File: src/rtl/raster_scheduler.sv
// rtl/raster_scheduler.sv - frame sequencer: back-buffer clear, triangle dispatch, buffer swap
//
// Optional feature macro: RAST_WATCHDOG_EN (per-triangle watchdog; wd_fault tied 0 when undefined)
//
// Ports:
//   clk_in       system clock
//   rst_in       synchronous active-low reset
//   new_frame    single-cycle display frame boundary pulse
//   tri_count    triangles in the current object, latched when a render starts
//   tri_addr     triangle store read address (store has 1-cycle read latency)
//   tri_valid    single-cycle triangle issue pulse to the rasterizer
//   rast_busy    rasterizer is working on a triangle
//   clear_we     back-buffer clear write enable
//   clear_addr   back-buffer clear address, linear x + y*WIDTH
//   clear_data   clear word (colour 0, farthest depth)
//   obj_done     single-cycle buffer swap pulse
//   busy         registered: render in progress (not IDLE/DONE)
//   frame_drops  saturating count of frame boundaries missed by an unfinished render
//   wd_fault     single-cycle pulse when a triangle is abandoned by the watchdog
module raster_scheduler #(
    parameter int          WIDTH      = 360,
    parameter int          HEIGHT     = 360,
    parameter int          NUM_TRI    = 64,
    parameter int          TRI_AW     = $clog2(NUM_TRI),
    parameter logic [16:0] CLEAR_WORD = 17'h001FF,
    parameter int          WD_LIMIT   = 4096
) (
    input  logic              clk_in,
    input  logic              rst_in,
    input  logic              new_frame,
    input  logic [TRI_AW:0]   tri_count,
    output logic [TRI_AW-1:0] tri_addr,
    output logic              tri_valid,
    input  logic              rast_busy,
    output logic              clear_we,
    output logic [16:0]       clear_addr,
    output logic [16:0]       clear_data,
    output logic              obj_done,
    output logic              busy,
    output logic [7:0]        frame_drops,
    output logic              wd_fault
);

    localparam logic [16:0]     LAST_ADDR = 17'(WIDTH * HEIGHT - 1);
    localparam logic [TRI_AW:0] MAX_TRI   = (TRI_AW + 1)'(NUM_TRI);

    typedef enum logic [2:0] {
        S_IDLE,
        S_CLEAR,
        S_FETCH,
        S_ISSUE,
        S_WAIT_START,
        S_WAIT_END,
        S_DONE
    } state_t;

    state_t          state;
    state_t          next_state;
    logic [TRI_AW:0] tri_idx;
    logic [TRI_AW:0] tri_total;
    logic [TRI_AW:0] tri_next;
    logic [TRI_AW:0] count_sat;
    logic            tri_finish;
    logic            rendering;
    logic            waiting;
    logic            frame_start;
    logic            wd_timeout;

    assign tri_next    = tri_idx + 1'b1;
    assign count_sat   = (tri_count > MAX_TRI) ? MAX_TRI : tri_count;
    assign waiting     = (state == S_WAIT_START) || (state == S_WAIT_END);
    assign rendering   = (state != S_IDLE) && (state != S_DONE);
    assign frame_start = new_frame && ((state == S_IDLE) || (state == S_DONE));

    assign tri_addr   = tri_idx[TRI_AW-1:0];
    assign tri_valid  = (state == S_ISSUE);
    assign clear_we   = (state == S_CLEAR);
    assign clear_data = CLEAR_WORD;
    // Only a render that reached DONE may swap; the very first frame out of IDLE never does.
    assign obj_done   = rst_in && (state == S_DONE) && new_frame;

`ifdef RAST_WATCHDOG_EN
    localparam int WD_W = $clog2(WD_LIMIT + 1);

    logic [WD_W-1:0] wd_cnt;

    // Counts cycles spent waiting on the current triangle; held at the limit so it cannot wrap.
    always_ff @(posedge clk_in) begin
        if (!rst_in) begin
            wd_cnt <= '0;
        end else if (state == S_FETCH) begin
            wd_cnt <= '0;
        end else if (waiting && (wd_cnt != WD_W'(WD_LIMIT))) begin
            wd_cnt <= wd_cnt + 1'b1;
        end
    end

    assign wd_timeout = waiting && (wd_cnt == WD_W'(WD_LIMIT));
    assign wd_fault   = wd_timeout;
`else
    assign wd_timeout = 1'b0;
    assign wd_fault   = 1'b0;
`endif

    always_comb begin
        next_state = state;
        tri_finish = 1'b0;
        case (state)
            S_IDLE: begin
                if (new_frame) next_state = S_CLEAR;
            end
            S_CLEAR: begin
                if (clear_addr == LAST_ADDR) begin
                    next_state = (tri_total == '0) ? S_DONE : S_FETCH;
                end
            end
            S_FETCH: next_state = S_ISSUE;
            S_ISSUE: next_state = S_WAIT_START;
            S_WAIT_START: begin
                if (wd_timeout) tri_finish = 1'b1;
                else if (rast_busy) next_state = S_WAIT_END;
            end
            S_WAIT_END: begin
                if (wd_timeout || !rast_busy) tri_finish = 1'b1;
            end
            S_DONE: begin
                if (new_frame) next_state = S_CLEAR;
            end
            default: next_state = S_IDLE;
        endcase
        // Completed and abandoned triangles leave the wait states the same way.
        if (tri_finish) begin
            next_state = (tri_next == tri_total) ? S_DONE : S_FETCH;
        end
    end

    always_ff @(posedge clk_in) begin
        if (!rst_in) begin
            state       <= S_IDLE;
            tri_idx     <= '0;
            tri_total   <= '0;
            clear_addr  <= '0;
            frame_drops <= '0;
            busy        <= 1'b0;
        end else begin
            state <= next_state;
            busy  <= (next_state != S_IDLE) && (next_state != S_DONE);

            if (frame_start) begin
                tri_total  <= count_sat;
                clear_addr <= '0;
            end

            // The address stops on the last pixel and stays there until the next clear.
            if ((state == S_CLEAR) && (clear_addr != LAST_ADDR)) begin
                clear_addr <= clear_addr + 1'b1;
            end

            if ((state == S_CLEAR) && (clear_addr == LAST_ADDR)) begin
                tri_idx <= '0;
            end else if (tri_finish) begin
                tri_idx <= tri_next;
            end

            if (new_frame && rendering && (frame_drops != 8'hFF)) begin
                frame_drops <= frame_drops + 1'b1;
            end
        end
    end

endmodule

File: config.mk
export PLATFORM = sky130hd
export DESIGN_NAME = raster_scheduler
export DESIGN_NICKNAME = d
export VERILOG_FILES = /design/src/rtl/raster_scheduler.sv
export SDC_FILE = /design/constraint.sdc
export NUM_CORES = 1
export LEC_CHECK = 0
export BUFFER_PORTS_ARGS = -buffer_cell sky130_fd_sc_hd__buf_2
export CORE_AREA = 2 2 90 101
export DETAILED_ROUTE_END_ITERATION = 16
export DIE_AREA = 0 0 92 103
export GPL_TIMING_DRIVEN = 1
export PLACE_DENSITY_LB_ADDON = 0.15
export SLEW_MARGIN = 15
export SYNTH_ARGS = -nofsm -noshare
export SYNTH_HDL_FRONTEND = slang
export SYNTH_SLANG_ARGS = --single-unit
File: constraint.sdc
create_clock -name clk_in -period 3.65 [get_ports clk_in]
set_input_delay 0.365 -clock clk_in [delete_from_list [all_inputs] [get_ports clk_in]]
set_output_delay 0.365 -clock clk_in [all_outputs]
set_load 0.02 [all_outputs]
# Word-level counts from Yosys, hierarchy flattened
# Cells that the tools add are included.
totals:
  reg_bits: 43
  elab_cells: 52
classes:
  n_eq_ne: 12
  n_addsub: 3
  n_mux: 12
  n_lt_le_gt_ge: 1
  n_bitwise: 1
  n_reduce_logical: 17
ops:
  columns: ["op", "count"]
  rows:
  - ["two-way mux 17 bit", 2]
  - ["two-way mux 3 bit", 6]
  - ["one-hot mux 3 bit (6 select lines)", 1]
  - ["adder 17 x 1 -> 17 bit (second input constant)", 1]
  - ["equality test 17 bit (second input constant)", 1]
  - ["!= test 17 bit (second input constant)", 1]
  - ["equality test 3 bit (second input constant)", 3]
  - ["logical AND 1 bit", 9]
  - ["adder 8 x 1 -> 8 bit (second input constant)", 1]
  - ["!= test 8 bit (second input constant)", 1]
  - ["adder 7 x 1 -> 7 bit (second input constant)", 1]
  - ["equality test 7 bit", 1]
  - ["greater-than comparator 7 bit (second input constant)", 1]
  - ["zero test 7 bit", 1]
  - ["two-way mux 7 bit", 1]
  - ["equality test 3 x 2 -> 1 bit (second input constant)", 2]
  - ["!= test 3 bit (second input constant)", 2]
  - ["nonzero test 3 bit", 2]
  - ["OR reduction 2 bit", 2]
  - ["equality test 3 x 1 -> 1 bit (second input constant)", 1]
  - ["zero test 3 bit", 1]
  - ["two-way mux 1 bit", 2]
  - ["nonzero test 2 bit", 1]
  - ["logical OR 1 bit", 1]
  - ["NOT 1 bit", 1]

# Logic depth before layout (Yosys ltp)
logic_depth:
  word_depth: 7
  depth_mapped: 7

# Worst setup path before layout
# No wires, ideal clock.
synth_path:
  kind: "register to register"
  start: "register clear_addr[10]"
  end: "register busy"
  setup_slack_ns: 1.512
  path_stages_with_launch: 6
  path_buffers: 0
  arrival_ns: 2.003
  path_cell_list: "dfxtp_1 or4_4 o41ai_4 o211ai_2 o41ai_2 a211oi_1"
synth_between:
  elab_chain_cells: 6
  word_cells_on_any_way: 7
synth_rtl:
  columns: ["item", "line", "source"]
  rows:
  - ["start, declared", "36", "output logic [16:0] clear_addr,"]
  - ["start signal, assigned", "156", "clear_addr <= clear_addr + 1'b1;"]
  - ["equality test 17 bit (*)", "113", "if (clear_addr == LAST_ADDR) begin"]
  - ["two-way mux 3 bit (*)", "113", null]
  - ["one-hot mux 3 bit (6 select lines) (*)", "108", "case (state)"]
  - ["two-way mux 3 bit (*)", "132", "if (tri_finish) begin"]
  - ["!= test 3 bit / nonzero test 3 bit (equally long branches)", "147", "busy <= (next_state != S_IDLE) && (next_state != S_DONE);"]
  - ["logical AND 1 bit (*)", "147", null]
  - ["end signal, assigned", "147", null]
  - ["end, declared", "39", "output logic busy,"]
# Every way passes the cells marked *; elsewhere a longest branch is shown, timed or not.
# A chain may end at the register's enable or synchronous reset.

# Worst setup path after layout
# Same ends and word-level chain as after synthesis.

==> metrics.txt <==
# TYPE chip_impl_metric gauge
chip_impl_metric{name="largest_net_degree_at_the_start_of_global_routing",unit=""} 24
chip_impl_info{name="synth.most_common_cell",value="dfxtp_1"} 1
chip_impl_info{name="critPathCapture",value="busy$_SDFF_PN0_"} 1
chip_impl_metric{name="final_routed_drc_violation_total",unit=""} 0
chip_impl_metric{name="overall_via_count_from_detail_route",unit=""} 2059
chip_impl_metric{name="die_h",unit="um"} 103
chip_impl_metric{name="drt_first_iter_violations",unit=""} 63
chip_impl_info{name="top_cells_by_instance_count_after_synthesis",value="dfxtp_1 (43), nor2_1 (41), buf_4 (25), nand2_1 (25), xnor2_1 (18)"} 1
chip_impl_metric{name="syn_avg_cell_area",unit="um^2"} 8.41
chip_impl_metric{name="via_per_inst",unit=""} 4.66
chip_impl_info{name="startpoint_type",value="register"} 1
chip_impl_info{name="critical_path.reg2reg.endpoint",value="busy$_SDFF_PN0_"} 1
chip_impl_metric{name="synth_seq_cells",unit=""} 43
chip_impl_metric{name="path_clk_slew",unit="ns"} 0.08
chip_impl_metric{name="synth_cell_type_count",unit=""} 53
chip_impl_metric{name="slew_viol_final",unit=""} 0
chip_impl_metric{name="ant_nets",unit=""} 0
chip_impl_metric{name="power-per-cell-area",unit="mW/mm^2"} 323
chip_impl_metric{name="area_growth_syn_to_layout",unit="%"} 11.2
chip_impl_metric{name="routed_len_inst",unit="um"} 12.5
chip_impl_metric{name="num_antenna_cells",unit=""} 0
chip_impl_info{name="outcome",value="finished clean"} 1
chip_impl_metric{name="total_die_area",unit="mm^2"} 0.00948
chip_impl_metric{name="h_tree_depth",unit=""} 2
chip_impl_metric{name="finalWirelength",unit="um"} 5520
chip_impl_metric{name="antenna_found_initial",unit=""} 0
chip_impl_metric{name="setup_violations",unit=""} 0
chip_impl_metric{name="fin_nets",unit=""} 342
chip_impl_metric{name="cts.hold.buffers_added",unit=""} 0
chip_impl_metric{name="reg2reg_setup_slack",unit="ns"} 1.11
chip_impl_info{name="yosys.area.top_type",value="dfxtp_1"} 1
chip_impl_metric{name="ys.warnings.count",unit=""} 0
chip_impl_metric{name="synth_largest_type_area_fraction",unit="%"} 34.7
chip_impl_info{name="slowest_stage",value="o41ai_4"} 1
chip_impl_metric{name="maxCapViolations",unit=""} 0
chip_impl_metric{name="post-route-period-util",unit="%"} 69.5
chip_impl_metric{name="hold-path-cell-count",unit=""} 3
chip_impl_metric{name="row_count",unit=""} 36
chip_impl_metric{name="detailedRoute.firstPassIterationCount",unit=""} 4
chip_impl_metric{name="clock.fmax",unit="MHz"} 394
chip_impl_metric{name="grt_pass1_vias",unit=""} 1773
chip_impl_metric{name="synth_enable_flop_cells",unit=""} 0
chip_impl_info{name="worstSetupPathType",value="register to register"} 1
chip_impl_metric{name="postSynth.asyncResetShare",unit="%"} 0
chip_impl_metric{name="power.ir.vdd_worst",unit="uV"} 130
chip_impl_metric{name="design.core.area",unit="mm^2"} 0.00856
chip_impl_metric{name="yosysSeqAreaShare",unit="%"} 34.7
chip_impl_info{name="worstSetupStartpoint",value="clear_addr[10]$_SDFFE_PN0P_"} 1
chip_impl_metric{name="drive_gt1_share",unit="%"} 19.2
chip_impl_metric{name="fin_skew",unit="ns"} 0.00876
chip_impl_metric{name="final.min_clock_period",unit="ns"} 2.54
chip_impl_metric{name="p_leak",unit="nW"} 1.09
chip_impl_metric{name="cts-root-to-sink-buffers",unit=""} 2
chip_impl_metric{name="worst_slew_margin",unit="%"} 45.4
chip_impl_info{name="critPathCaptureType",value="register"} 1
chip_impl_metric{name="worst_skew_pair.late_latency",unit="ns"} 0.29
chip_impl_metric{name="fin_tns_setup",unit="ns"} 0
chip_impl_info{name="hold_class",value="primary input to register"} 1
chip_impl_info{name="unrepaired_setup_endpoints_after_global_routing",value="false"} 1
chip_impl_metric{name="design_power_total",unit="uW"} 891
chip_impl_metric{name="worstPathRequired",unit="ns"} 3.82
chip_impl_metric{name="max_slew.worst_pin.slew",unit="ns"} 0.816
chip_impl_metric{name="place_worst_setup_slack",unit="ns"} 1.10
chip_impl_metric{name="grt_overflow_total",unit=""} 0
chip_impl_metric{name="worst-path-max-fanout",unit=""} 15
chip_impl_metric{name="clock_sinks",unit=""} 43
chip_impl_metric{name="post_cts_resize_count",unit=""} 0
chip_impl_metric{name="timing_hold_violations_final",unit=""} 0
chip_impl_metric{name="floorplan.io_pins",unit=""} 64
chip_impl_metric{name="place.port_buffers",unit=""} 45
chip_impl_info{name="rr_startpoint",value="clear_addr[10]$_SDFFE_PN0P_"} 1
chip_impl_info{name="dominantRegCellSynth",value="dfxtp_1"} 1
chip_impl_metric{name="tritoncts.num_buffers",unit=""} 5
chip_impl_metric{name="gate_count_post_synth",unit=""} 295
chip_impl_info{name="clock_tree_from_tritoncts",value="done"} 1
chip_impl_metric{name="hpwl",unit="um"} 4090
chip_impl_info{name="yosys-top-cells-area",value="dfxtp_1 (35%), buf_4 (7.6%), xnor2_1 (6.4%), nor2_1 (6.2%), xor2_1 (3.9%)"} 1
chip_impl_metric{name="final_cell_count_no_fill",unit=""} 442
chip_impl_metric{name="grt_use_total",unit="%"} 11.8
chip_impl_info{name="clk_root_buffer_cell",value="clkbuf_8"} 1
chip_impl_metric{name="place.gp.congestion",unit=""} 0.732
chip_impl_metric{name="post-cts-setup-buffers",unit=""} 0
chip_impl_metric{name="timing.reg2reg.worst_path_depth",unit=""} 5
chip_impl_metric{name="synth_area",unit="mm^2"} 0.00248
chip_impl_metric{name="dp.cells",unit=""} 435
chip_impl_info{name="critical_path.cell_chain",value="or4_4 > o41ai_4 > o211ai_2 > o41ai_2 > a211oi_1"} 1
chip_impl_metric{name="start_util",unit="%"} 29.0
chip_impl_metric{name="setup_slack",unit="ns"} 1.11
chip_impl_metric{name="slowest_delay",unit="ns"} 0.79
chip_impl_metric{name="critical_path_arrival",unit="ns"} 2.71
chip_impl_metric{name="die_w",unit="um"} 92
chip_impl_metric{name="grt_pass1_wl",unit="um"} 8880
[metal layers]
layer / share of wire (%) / GRT usage (%) / up-vias
met5: 0 / 0 / -
met4: 1.5 / 3.79 / 0
met3: 5.4 / 3.44 / 7
met2: 46 / 19.4 / 55
met1: 47 / 15.0 / 950
li1: - / - / 1047
[registers in the layout, indices dropped and copies added, names as in the netlist]
signal,cells
busy,1
state,3
frame_drops,8
clear_addr,17
tri_total,7
tri_idx,7
[power breakdown]
part	total (mW)	switching [mW]	internal (mW)
Sequential	0.486	0.00955	0.476
Combinational	0.0927	0.0635	0.0292
Clock	0.313	0.164	0.149
[area by class of cell]
type	count	area, um^2
flip-flops and latches	43	861
clock inverters	1	5.00
inverters	8	30.0
multi-input cells	225	1410
fillers	942	5800
clock buffers	6	82.6
repair buffers	45	225
well taps	114	143
[cells in the final DEF, fill, tap and decap left out, types with 10 or more instances in the layout]
| cell type | n |
|---|---|
| buf_2 | 45 |
| dfxtp_1 | 43 |
| nor2_1 | 41 |
| nand2_1 | 25 |
| xnor2_1 | 18 |
| conb_1 | 18 |
| a21oi_1 | 13 |
| xor2_1 | 11 |
| nand3_1 | 10 |
[metrics by stage]
step / hold slack [ns] / area (um^2) / util, %
floorplan: 0.499 / 2540 / -
global placement: 0.518 / 2670 / 31.2
detailed placement: 0.518 / 2670 / 31.2
CTS: 0.400 / 2760 / 32.2
global route: 0.414 / 2760 / 32.2
finish: 0.411 / 2760 / 32.2
[worst min path at each step]
stage / from / endpoint / slack, ns
2_1_floorplan: tri_idx[6]$_SDFFE_PP0P_ / tri_idx[6]$_SDFFE_PP0P_ / 0.50
3_3_place_gp: frame_drops[1]$_SDFFE_PN0P_ / frame_drops[1]$_SDFFE_PN0P_ / 0.52
3_5_place_dp: frame_drops[1]$_SDFFE_PN0P_ / frame_drops[1]$_SDFFE_PN0P_ / 0.52
4_1_cts: rst_in / busy$_SDFF_PN0_ / 0.40
5_1_grt: rst_in / busy$_SDFF_PN0_ / 0.41
6_report: rst_in / busy$_SDFF_PN0_ / 0.41
[kinds of logic (layout without fill, tap and decap cells)]
family / after synthesis / after routing / share of synthesized area, %
adders and majority gates: 4 / 4 / 1.92
and+or+nand+nor: 131 / 131 / 27.7
buffers and inverters: 43 / 60 / 10.8
muxes: 4 / 4 / 1.66
DFF: 43 / 43 / 34.7
other: 2 / 18 / 0.303
AOI/OAI and AO/OA: 38 / 38 / 11.8
xor gates and xnor gates: 30 / 30 / 11.1
[worst max-delay path: cells and delay by family, from the launching register on]
kind	cells	cell delay, ns
and+or+nand+nor	1	0.58
AOI/OAI and AO/OA	4	1.46
DFF	1	0.37
No activity file was read; power rests on OpenSTA's default activity.
